### src/rtl/if_fetch_stage.sv
// Instruction-fetch stage: owns the PC, drives the instruction memory port
// and captures the returned word plus PC+4 into the IF/ID pipeline register.
// Per-edge priority is reset > redirect > stall > advance.
module if_fetch_stage #(
  parameter int                ADDR_W   = 8,
  parameter int                DATA_W   = 32,
  parameter logic [ADDR_W-1:0] RESET_PC = 8'h00,
  parameter int                CNT_W    = 16
) (
  input  logic              clk,
  input  logic              rst_n,
  input  logic              stall,
  input  logic              redirect_valid,
  input  logic [ADDR_W-1:0] redirect_pc,
  output logic [ADDR_W-1:0] imem_addr,
  output logic              imem_read,
  input  logic [DATA_W-1:0] imem_rdata,
  output logic [DATA_W-1:0] if_instr,
  output logic [ADDR_W-1:0] if_pc_plus4,
  output logic              if_valid,
  output logic [CNT_W-1:0]  fetch_count,
  output logic [ADDR_W-1:0] pc_out
);

  logic [ADDR_W-1:0] pc_q, pc_d;
  logic [DATA_W-1:0] instr_q, instr_d;
  logic [ADDR_W-1:0] pc4_q, pc4_d;
  logic              valid_q, valid_d;
  logic [CNT_W-1:0]  cnt_q, cnt_d;
  logic [ADDR_W-1:0] pc_inc;

  // Sequential PC wraps modulo 2^ADDR_W; no overflow detection is wanted.
  assign pc_inc = pc_q + ADDR_W'(4);

  // Memory port and debug view follow the live PC; reads stop while held.
  assign imem_addr   = pc_q;
  assign imem_read   = rst_n & ~stall;
  assign pc_out      = pc_q;
  assign if_instr    = instr_q;
  assign if_pc_plus4 = pc4_q;
  assign if_valid    = valid_q;
  assign fetch_count = cnt_q;

  // Next-state selection: redirect beats stall, stall beats advance.
  always_comb begin
    pc_d    = pc_q;
    instr_d = instr_q;
    pc4_d   = pc4_q;
    valid_d = valid_q;
    cnt_d   = cnt_q;
    if (redirect_valid) begin
      // Target low bits are dropped so the PC stays word-aligned; the
      // IF/ID slot becomes a bubble (all-zero word encodes NOP).
      pc_d    = {redirect_pc[ADDR_W-1:2], 2'b00};
      instr_d = '0;
      pc4_d   = '0;
      valid_d = 1'b0;
    end else if (!stall) begin
      pc_d    = pc_inc;
      instr_d = imem_rdata;
      pc4_d   = pc_inc;
      valid_d = 1'b1;
      cnt_d   = (cnt_q == {CNT_W{1'b1}}) ? cnt_q : cnt_q + CNT_W'(1);
    end
  end

  // State registers with synchronous active-low reset taking priority.
  always_ff @(posedge clk) begin
    if (!rst_n) begin
      pc_q    <= RESET_PC;
      instr_q <= '0;
      pc4_q   <= '0;
      valid_q <= 1'b0;
      cnt_q   <= '0;
    end else begin
      pc_q    <= pc_d;
      instr_q <= instr_d;
      pc4_q   <= pc4_d;
      valid_q <= valid_d;
      cnt_q   <= cnt_d;
    end
  end

endmodule

### config.mk
export PLATFORM = sky130hd
export DESIGN_NAME = if_fetch_stage
export DESIGN_NICKNAME = d
export VERILOG_FILES = /design/src/rtl/if_fetch_stage.sv
export SDC_FILE = /design/constraint.sdc
export NUM_CORES = 1
export LEC_CHECK = 0
export CAP_MARGIN = 20
export CORE_ASPECT_RATIO = 1.2
export CORE_MARGIN = 3
export CORE_UTILIZATION = 42
export CTS_CLUSTER_SIZE = 12
export DETAILED_ROUTE_END_ITERATION = 10
export MAX_ROUTING_LAYER = met4
export PLACE_DENSITY = 0.85
export RECOVER_POWER = 100
export SLEW_MARGIN = 30
export SYNTH_ARGS = -nofsm -noshare
export SYNTH_HDL_FRONTEND = slang
export SYNTH_SLANG_ARGS = --single-unit
### constraint.sdc
create_clock -name clk -period 1.6 [get_ports clk]
set_input_delay 0.32 -clock clk [delete_from_list [all_inputs] [get_ports clk]]
set_output_delay 0.32 -clock clk [all_outputs]
set_load 0.02 [all_outputs]
* Yosys cells after proc, flatten, opt, wreduce, memory -nomap -nowiden *
Index checks and enable logic that the tools add are counted.

operators by class
  $add $sub $neg = 2
  reduce and logical (&&, ||, !) cells = 2
  muxes and demuxes = 2
  equal/unequal tests = 2
  bitwise operators = 5

operator list
  cell                                           number
  adder 16 x 1 -> 16 bit, second input constant  1
  == test 16 bit, second input constant          1
  2-to-1 mux 8 bit                               2
  adder 8 x 3 -> 8 bit, second input constant    1
  inverter 1 bit                                 4
  AND reduction 3 bit                            1
  != test 2 x 1 -> 1 bit, second input constant  1
  OR reduction 2 bit                             1
  AND 1 bit                                      1

word-level totals
  bits of input ports = 44
  word-level logic and storage cells = 19
  register bits = 65
  output and inout bits = 74

* Logic depth before layout (Yosys ltp) *
Gate-level depths: netlist (run 1).

  depth after elaboration = 3
  gate-level depth with buffers = 6
  depth with buffers taken out = 5

* Worst setup path before layout (run 1) *
No wires, ideal clock.

  path type = register to register
  from = reg cnt_q[5] (netlist: fetch_count[5])
  to = reg cnt_q[13] (netlist: fetch_count[13])
  data arrival time = 1.540 ns
  setup slack = -0.010 ns
  data required time = 1.530 ns
  cell stages (with the launch flop) = 5
  cell sequence = dfxtp_1 and4_2 nand4_4 or4_1 a21oi_1

on the way
  cells in the longest elaborated chain, start to end = 3
  elaborated cells between the ends (all ways) = 4
  classes of those cells = add/sub: 1; eq/ne: 1; bitwise: 1; reduce/logical: 1

RTL lines
  what                                                            line  source
  from (decl)                                                     29    logic [CNT_W-1:0] cnt_q, cnt_d;
  from (signal assigned)                                          80    cnt_q <= cnt_d;
  branches (longest 3 deep; another with adder 16 x 1 -> 16 bit)  n/a

Several ways; the timed one is not identified.
A chain may end at the register's enable or synchronous reset.

* Final worst setup path (run 1) *
  from = reg cnt_q[4] (netlist: fetch_count[4])
  to = reg cnt_q[13] (netlist: fetch_count[13])

Same word-level chain as after synthesis.

==> results of run 1 <==
[repair_timing]
| item | CTS | global route |
|---|---|---|
| pin swaps | 2 | 5 |
| gates resized for setup | 63 | 13 |
| endpoints found under the setup margin | 64 | 15 |
| endpoints found under the hold margin | 0 | 0 |
[state kept, by name, summed over array words and instances (netlist names)]
register and cells:
fetch_count 16, if_instr 32, if_valid 1, imem_addr 6
if_pc_plus4 6
[path summary, 6_finish.rpt]
path	startpoint	slack, ps	cells after the start	end
max	fetch_count[4]	40	4	fetch_count[13]
min	redirect_valid	400	4	imem_addr[2]
min reg2reg	if_pc_plus4[4]	480	2	if_pc_plus4[4]
max reg2reg	fetch_count[4]	40	4	fetch_count[13]
[kinds of logic after synthesis]
group | after synthesis | synth area share
AO/OA/AOI/OAI | 37 | 0.0840
XOR/XNOR | 6 | 0.0196
adder cells (fa/ha/maj) | 2 | 0.00934
buffers and inverters | 33 | 0.0696
flip-flops | 61 | 0.456
multiplexers | 44 | 0.164
other | 1 | 0.00140
AND/OR/NAND/NOR | 105 | 0.196
[cell usage in the layout (no fill, tap or decap), drive strengths merged, types with 2 or more instances in the layout]
cell / n
dlygate4sd2: 61
dfxtp: 61
nor2: 45
mux2i: 44
clkdlybuf4s50: 39
nand2: 24
clkbuf: 24
buf: 20
a21oi: 17
nand2b: 8
inv: 6
o21ai: 6
conb: 6
nand4: 5
nand3: 5
o31ai: 4
or3: 4
xnor2: 4
or4: 4
nor3: 4
clkinv: 4
a211oi: 3
a311oi: 3
xor2: 2
ha: 2
clkinvlp: 2
nor4b: 2
[cells in the mapped netlist]
cell / count / share of area
inv_1: 6 / 0.0084
a311oi_1: 3 / 0.0098
nor2_1: 45 / 0.063
dfxtp_1: 61 / 0.46
nand3_4: 1 / 0.0065
and2_0: 1 / 0.0023
buf_4: 13 / 0.036
a21boi_1: 1 / 0.0028
mux2i_1: 44 / 0.16
a31oi_1: 1 / 0.0023
nand3_1: 4 / 0.0075
nand4_1: 4 / 0.0093
nand4_4: 1 / 0.0079
or3_1: 4 / 0.0093
and3_2: 1 / 0.0028
nor3_1: 4 / 0.0075
buf_1: 1 / 0.0014
nand2_1: 24 / 0.034
o21ai_0: 6 / 0.011
dlymetal6s2s_1: 1 / 0.0047
and4bb_4: 1 / 0.0061
and4_2: 1 / 0.0037
a21oi_1: 17 / 0.032
ha_1: 2 / 0.0093
clkinv_1: 1 / 0.0014
o21ba_2: 1 / 0.0037
o211ai_1: 1 / 0.0028
o31ai_1: 4 / 0.011
buf_2: 4 / 0.0075
or4_1: 4 / 0.011
xnor2_1: 4 / 0.013
nor4b_1: 2 / 0.0065
clkbuf_1: 7 / 0.0098
a211oi_1: 3 / 0.0084
conb_1: 1 / 0.0014
nand2b_1: 8 / 0.019
xor2_1: 2 / 0.0065
[final cells by class]
class	instances	area [µm²]
clock buffer	10	128
multi-input combinational	200	1310
clock inverter	6	63.8
fill	546	2120
sequential	61	1220
inverter	7	26.3
timing repair buffer	135	1150
tap	82	103
[power by group through the flow]
stage / clock (µW) / sequential [µW] / combinational, µW
4_1_cts: 1360 / 1600 / 496
6_report: 1320 / 1600 / 479
3_3_place_gp: 0 / 1630 / 517
2_1_floorplan: 0 / 1690 / 216
3_5_place_dp: 0 / 1640 / 529
5_1_grt: 1430 / 1610 / 516
[metrics by stage]
| stage | utilization | instances | worst slack [ps] | setup TNS [ps] |
|---|---|---|---|---|
| 2_1_floorplan | - | 294 | 1.79 | 0 |
| 3_5_place_dp | 0.643 | 485 | -381 | -5060 |
| 5_1_grt | 0.654 | 501 | -7.01 | -10.2 |
| 6_report | 0.654 | 501 | 43.4 | 0 |
| 4_1_cts | 0.662 | 501 | 0.134 | 0 |
| 3_3_place_gp | 0.643 | 485 | -344 | -4150 |
[layer usage]
layer | vias up | wire length [µm] | GRT usage
li1 | 1230 | - | -
met1 | 1160 | 2840 | 0.226
met2 | 117 | 3710 | 0.346
met3 | 17 | 620 | 0.0829
met4 | 0 | 183 | 0.0688
met5 | - | 0 | -
[worst max-delay path, delay by kind of cell (launching register included)]
family          cells  cell delay (ps)
simple gates        3              910
flops               1              410
compound gates      1              150
==> results.md, run 1 <==
* Worst endpoint data arrival time at 1820 ps
* Leak Pwr at 0.00186 µW
* Initial Utilization at 0.437
* H-Tree Depth at 3
* Post-synthesis sequential element count at 61
* Die footprint at 7380 µm²
* Share of layout cells above drive strength 1 at 0.129
* Final WL at 7350 µm
* Area grow syn2layout at 49.5%
* Comb power frac at 0.141
* Vias in the first global route at 2,540
* CP Cell Sequence: and3_2 > nand4_4 > or4_1 > a21oi_1
* Status: finished, final reports clean
* Via/cell ratio at 5.04
* GPL Wtd Cong at 0.832
* Max Freq at 642 MHz
* Ant diodes at 0
* CP max stage cell: or4_1
* Flop pwr share at 0.470
* VDD IR max at 0.000677 V
* Overall Power at 3400 µW
* Core Area at 6130 µm²
* First-pass GRT wire length at 11,800 µm
* WP data required at 1860 ps
* Switch Pwr at 891 µW
* Clk sinks at 61
* Gr usage total at 0.207
* Largest net degree at the start of global routing at 28
* Ports at 118
* Syn avg cell area at 9.27 µm²
* Die Width at 78.9 µm
* First-pass detailed-route iteration total at 4
* Post-Syn Area at 2680 µm²
* Final setup viols at 0
* Initial antenna violation count at 0
* Yosys warns at 0
* Hold-fix buffers at CTS at 0
* Die Ht at 93.5 µm
* Clock share of power at 0.389
* Clock buffer count from CTS at 9
* Post-CTS setup buffer count at 0
* Final instance area at 4010 µm²
* Via count at 2,524
* Internal at 2510 µW
* Hold Path Class: in -> reg
* Pins Over Slew Limit at 0
* Gr ovfl total at 0
* Worst skew pair latency at 330 ps
* Clk buf depth at 2
* PwrDens at 850 nW/µm²
* DRT iter0 DRCs at 135
* Sequential share of the synthesized area at 0.456
* Buffers on Ports at 109
* Post-DP Area at 3940 µm²
* Mapped Cells at 289
* Crit share post-route at 0.973
* Max cap viols at 0
* Wirelength per Cell at 14.7 µm
* Clock-pin slew on the worst setup and hold paths at 70 ps
* Post-route ant nets at 0
* Worst Path Max Fanout at 6
* CP max stage delay at 500 ps
* NumNets Final at 460
* FP Rows at 31
* Post-DP HPWL at 5360 µm
* Synth cell types at 37
* Clk_skew at 6.17 ps
* WS Path Type: reg -> reg
* CTS tree: yes
* Root buf cell: clkbuf_8
* CP startpoint kind: flop
* Fin crit period at 1560 ps
* Sw frac at 0.262
* Critical Path Sink Type: flop
* Final hold viol count at 0
* Hold slack at 397 ps
* DRC at 0
No activity file was read; power rests on OpenSTA's default activity.
==> run 2, diff against run 1 <==
--- a/config.mk
+++ b/config.mk
@@ -6,14 +6,16 @@
 export NUM_CORES = 1
 export LEC_CHECK = 0
 export CAP_MARGIN = 20
-export CORE_ASPECT_RATIO = 1.2
+export CORE_ASPECT_RATIO = 1.25
 export CORE_MARGIN = 3
 export CORE_UTILIZATION = 42
+export CTS_CLUSTER_DIAMETER = 120
 export CTS_CLUSTER_SIZE = 12
 export DETAILED_ROUTE_END_ITERATION = 10
 export MAX_ROUTING_LAYER = met4
 export PLACE_DENSITY = 0.85
 export RECOVER_POWER = 100
+export SETUP_SLACK_MARGIN = 0.15
 export SLEW_MARGIN = 30
 export SYNTH_ARGS = -nofsm -noshare
 export SYNTH_HDL_FRONTEND = slang
==> run 2 against run 1 <==
Against the previous run: final cell count down 0.40%; critical path type is now reg -> out; routed wire length up 7.4%; worst setup slack better by 12 ps; worst hold slack improved by 46 ps; total power is 5.0% higher; final area increased by 3.6%; critical endpoint is now pc_out[3]; register-to-register slack improved by 50 ps.
==> results.md, run 2 (synthesis results as in run 1) <==
* Max Freq at 647 MHz
* First-pass GRT wire length at 12,500 µm
* Clk buf depth at 2
* FP Rows at 31
* Final WL at 7900 µm
* Tightest Pin Transition at 752 ps
* Leak Pwr at 0.00186 µW
* Hold slack at 443 ps
* WP buf/inv at 1
* Die Width at 77.5 µm
* Via/cell ratio at 5.13
* Setup tns final at 0 ps
* Initial Utilization at 0.449
* Final setup viols at 0
* VDD IR max at 0.000608 V
* Clock-pin slew on the worst setup and hold paths at 80 ps
* Non-filler cells, final at 499
* WS Path Type: reg -> out
* Final hold viol count at 0
* Clk sinks at 61
* GPL Wtd Cong at 0.797
* Hold Path Class: reg -> reg
* Via count at 2,559
* Area grow syn2layout at 54.9%
* Max cap viols at 0
* Wirelength per Cell at 15.8 µm
* Largest net degree at the start of global routing at 39
* CTS tree: yes
* H-Tree Depth at 3
* Critical Path Sink Type: output pin
* Clock buffer count from CTS at 9
* Fill count at 474
* Gr usage total at 0.222
* First-pass detailed-route iteration total at 4
* CP max stage cell: dfxtp_1
* CP startpoint kind: flop
* Worst endpoint data arrival time at 1220 ps
* Placed insts at 472
* Met1 Routed Length at 3020 µm
* Clk_skew at 8.98 ps
* Uppermost routed layer: met4
* Vias in the first global route at 2,633
* Die Ht at 95.3 µm
* DRC at 0
* CP top delay family: flip-flops
* Pins Over Slew Limit at 0
* Gr ovfl total at 0
* Status: finished, final reports clean
* Fin crit period at 1540 ps
* WP data required at 1280 ps
* Worst slew margin at 0.499
* DRT iter0 DRCs at 81
* NumNets Final at 457
* Buffers on Ports at 109
* Met2 WL at 4080 µm
* CP max stage delay at 490 ps
* Commonest non-fill, non-tap cell in the layout: dlygate4sd2_1
* Post-route ant nets at 0
* CP Cell Sequence: dlygate4sd2_1
* Ports at 118
* Die footprint at 7380 µm²
* WL met3 at 646 µm
* Core Area at 5970 µm²
* RSZ-0062 raised after global routing: yes
* Worst skew pair latency at 350 ps
* Share of layout cells above drive strength 1 at 0.183
* Post-DP HPWL at 5340 µm
* Initial antenna violation count at 1
* Root buf cell: clkbuf_8
* Max FFs per register at 32
* Most frequent cells in the layout: dlygate4sd2_1, dfxtp_1, nor2_1
* Crit share post-route at 0.966
* PwrDens at 861 nW/µm²
* Worst Path Max Fanout at 5
## run 2: through the flow
| step | area, µm² | utilization | power (µW) | setup WS, ps |
|---|---|---|---|---|
| 5_1_grt | 4150 | 0.695 | 3700 | -6.14 |
| 3_3_place_gp | 3870 | 0.647 | 2130 | -417 |
| 4_1_cts | 4100 | 0.687 | 3600 | 94.1 |
| 2_1_floorplan | 2730 | - | 1900 | 112 |
| 3_5_place_dp | 3870 | 0.647 | 2150 | -392 |
| 6_report | 4150 | 0.695 | 3570 | 55.1 |
## run 2: path summary, 6_finish.rpt
| kind | from | slack, ps | depth (start not counted) | to |
|---|---|---|---|---|
| hold reg to reg | fetch_count[8] | 440 | 1 | fetch_count[8] |
| setup reg to reg | fetch_count[1] | 90 | 6 | fetch_count[13] |
| setup / recovery | imem_addr[3] | 60 | 1 | pc_out[3] |
| hold / removal | fetch_count[8] | 440 | 1 | fetch_count[8] |
## run 2: cell type report
type / count / area [µm²] / share of cell area
inverters: 7 / 26.3 / 0.00633
well taps: 82 / 103 / 0.0247
diodes: 1 / 2.50 / 0.000603
flip-flops and latches: 61 / 1260 / 0.303
clock buffers: 11 / 163 / 0.0392
clock inverters: 5 / 56.3 / 0.0136
multi-input cells: 200 / 1400 / 0.336
repair buffers: 132 / 1150 / 0.277
## run 2: metal layers
metal  up-vias  GRT usage
met1      1207      0.223
met2       109      0.389
met5         -          -
met3        14     0.0756
met4         0      0.107
li1       1229          -
## run 2: timing repair
| item | 4_1_cts | 5_1_grt |
|---|---|---|
| setup buffers | 5 | 5 |
| pin swaps | 9 | 4 |
| hold buffers | 0 | 0 |
| endpoints found under the hold margin | 0 | 0 |
| setup endpoints to repair | 80 | 31 |
| resized for setup | 101 | 31 |
## run 2: where the power goes
group	total, µW	leakage (µW)	switching, µW	internal [µW]
clock network	1500	0.000110	644	853
logic	479	0.00125	247	232
registers	1600	0.000505	44.5	1550
total	3570	0.00186	936	2640
==> run 3, diff against run 2 <==
--- a/config.mk
+++ b/config.mk
@@ -13,7 +13,7 @@
 export CTS_CLUSTER_SIZE = 12
 export DETAILED_ROUTE_END_ITERATION = 10
 export MAX_ROUTING_LAYER = met4
-export PLACE_DENSITY = 0.85
+export PLACE_DENSITY_LB_ADDON = 0.12
 export RECOVER_POWER = 100
 export SETUP_SLACK_MARGIN = 0.15
 export SLEW_MARGIN = 30
==> run 3 against run 2 <==
Against the previous run: combinational power shrank 1%; largest power group unchanged; highest routed layer unchanged; sequential share of layout area shrank 0.32 points; fmax grew 1.9%; total power shrank 0.77%; clock skew is essentially flat; largest cell class unchanged; critical path type is now reg -> reg.
==> results.md, run 3 (synthesis results as in run 1) <==
* Status: finished, final reports clean
* WL met3 at 508 µm
* Critical Path Sink Type: flop
* Via count at 2,514
* CP top delay family: simple AND/OR/NAND/NOR gates
* Initial Utilization at 0.449
* Die footprint at 7380 µm²
* Gr ovfl total at 0
* Clock buffer count from CTS at 9
* CP max stage delay at 480 ps
* R2R Setup Slk at 80 ps
* WP data required at 1870 ps
* Final WL at 7130 µm
* Max Freq at 660 MHz
* Post-DP HPWL at 5210 µm
* DRC at 0
* VDD IR max at 0.000590 V
* Vias in the first global route at 2,471
* Ant diodes at 0
* Worst Path Max Fanout at 5
* Max FFs per register at 32
* Hold Path Class: reg -> reg
* CP max stage cell: or4_4
* Clk buf depth at 2
* Crit share post-route at 0.947
* Max cap viols at 0
* Fin crit period at 1520 ps
* Post-DP Area at 3900 µm²
* Ports at 118
* Hold slack at 453 ps
* WS Path Type: reg -> reg
* First-pass detailed-route iteration total at 4
* WP buf/inv at 1
* Post-route ant nets at 0
* Met2 WL at 3580 µm
* Commonest non-fill, non-tap cell in the layout: dlygate4sd2_1
* Root buf cell: clkbuf_8
* FP Rows at 31
* Fill count at 532
* Met1 Routed Length at 2860 µm
* Pins Over Slew Limit at 0
* Final hold viol count at 0
* Clk sinks at 61
* DRT iter0 DRCs at 60
* Area grow syn2layout at 56.1%
* Die Width at 77.5 µm
* Final instance area at 4180 µm²
* CP startpoint kind: flop
* RSZ-0062 raised after global routing: yes
* First-pass GRT wire length at 11,700 µm
* Leak Pwr at 0.00189 µW
* Initial antenna violation count at 0
* Clk_skew at 9.46 ps
* CP Cell Sequence: ha_4 > nand4_1 > nor3_1 > buf_4 > or4_4 > a21oi_2
* Flop pwr share at 0.450
* NumNets Final at 462
* Via/cell ratio at 5.00
* Overall Power at 3550 µW
* PwrDens at 848 nW/µm²
* Final setup viols at 0
* Clock-pin slew on the worst setup and hold paths at 70 ps
* Gr usage total at 0.208
* Sw frac at 0.253
* Wirelength per Cell at 14.2 µm
* Internal at 2650 µW
* GPL Wtd Cong at 0.865
* Clock share of power at 0.417
* Worst skew pair latency at 340 ps
* Largest net degree at the start of global routing at 33
* Setup tns final at 0 ps
* CTS tree: yes
* Switch Pwr at 899 µW
* Buffers on Ports at 109
* Share of layout cells above drive strength 1 at 0.183
* Comb power frac at 0.133
* H-Tree Depth at 3
* Final Util at 0.700
* Worst endpoint data arrival time at 1790 ps
* Core Area at 5970 µm²
* Uppermost routed layer: met4
* Die Ht at 95.3 µm
* Most frequent cells in the layout: dlygate4sd2_1, dfxtp_1, nor2_1
## run 3: path summary, 6_finish.rpt
| check | startpoint | end | cells past startpoint |
|---|---|---|---|
| setup / recovery | fetch_count[1] | fetch_count[11] | 6 |
| hold / removal | if_valid | if_valid | 2 |
| setup reg to reg | fetch_count[1] | fetch_count[11] | 6 |
| hold reg to reg | if_valid | if_valid | 2 |
## run 3: what timing repair did
| action | CTS | global route |
|---|---|---|
| pin swaps | 13 | 6 |
| endpoints found under the setup margin | 80 | 30 |
| hold endpoints to repair | 0 | 0 |
| gates cloned | 0 | 0 |
| setup buffers | 7 | 2 |
| gates resized for setup | 98 | 28 |
| hold buffers | 0 | 0 |
## run 3: final cells by class
type	count	area, µm²	share of cell area
well taps	82	103	0.0245
inverters	7	26.3	0.00628
clock inverters	4	53.8	0.0129
flip-flops and latches	61	1250	0.300
clock buffers	12	166	0.0398
repair buffers	137	1190	0.286
multi-input cells	200	1390	0.331
## run 3: stage by stage
stage	cells	setup slack, ps
final	503	84.1
after global routing	503	-0.587
after CTS	501	75.9
after detailed placement	478	-378
after global placement	478	-356
after floorplan	294	112
## run 3: worst register-to-register path, stage by stage (launching register included)
cell	delay, ps
dfxtp_4	370
ha_4	160
nand4_1	90
nor3_1	70
buf_4	160
or4_4	480
a21oi_2	120
## run 3: routing by layer
| layer | vias up | track usage |
|---|---|---|
| met5 | - | - |
| met4 | 0 | 0.110 |
| met3 | 18 | 0.0681 |
| met2 | 86 | 0.337 |
| met1 | 1173 | 0.229 |
| li1 | 1237 | - |
## run 3: power groups by stage
stage | Sequential, µW | Combinational [µW] | Clock, µW
global route | 1600 | 513 | 1590
finish | 1600 | 472 | 1480
global placement | 1630 | 508 | 0
floorplan | 1690 | 216 | 0
CTS | 1600 | 486 | 1520
detailed placement | 1640 | 515 | 0
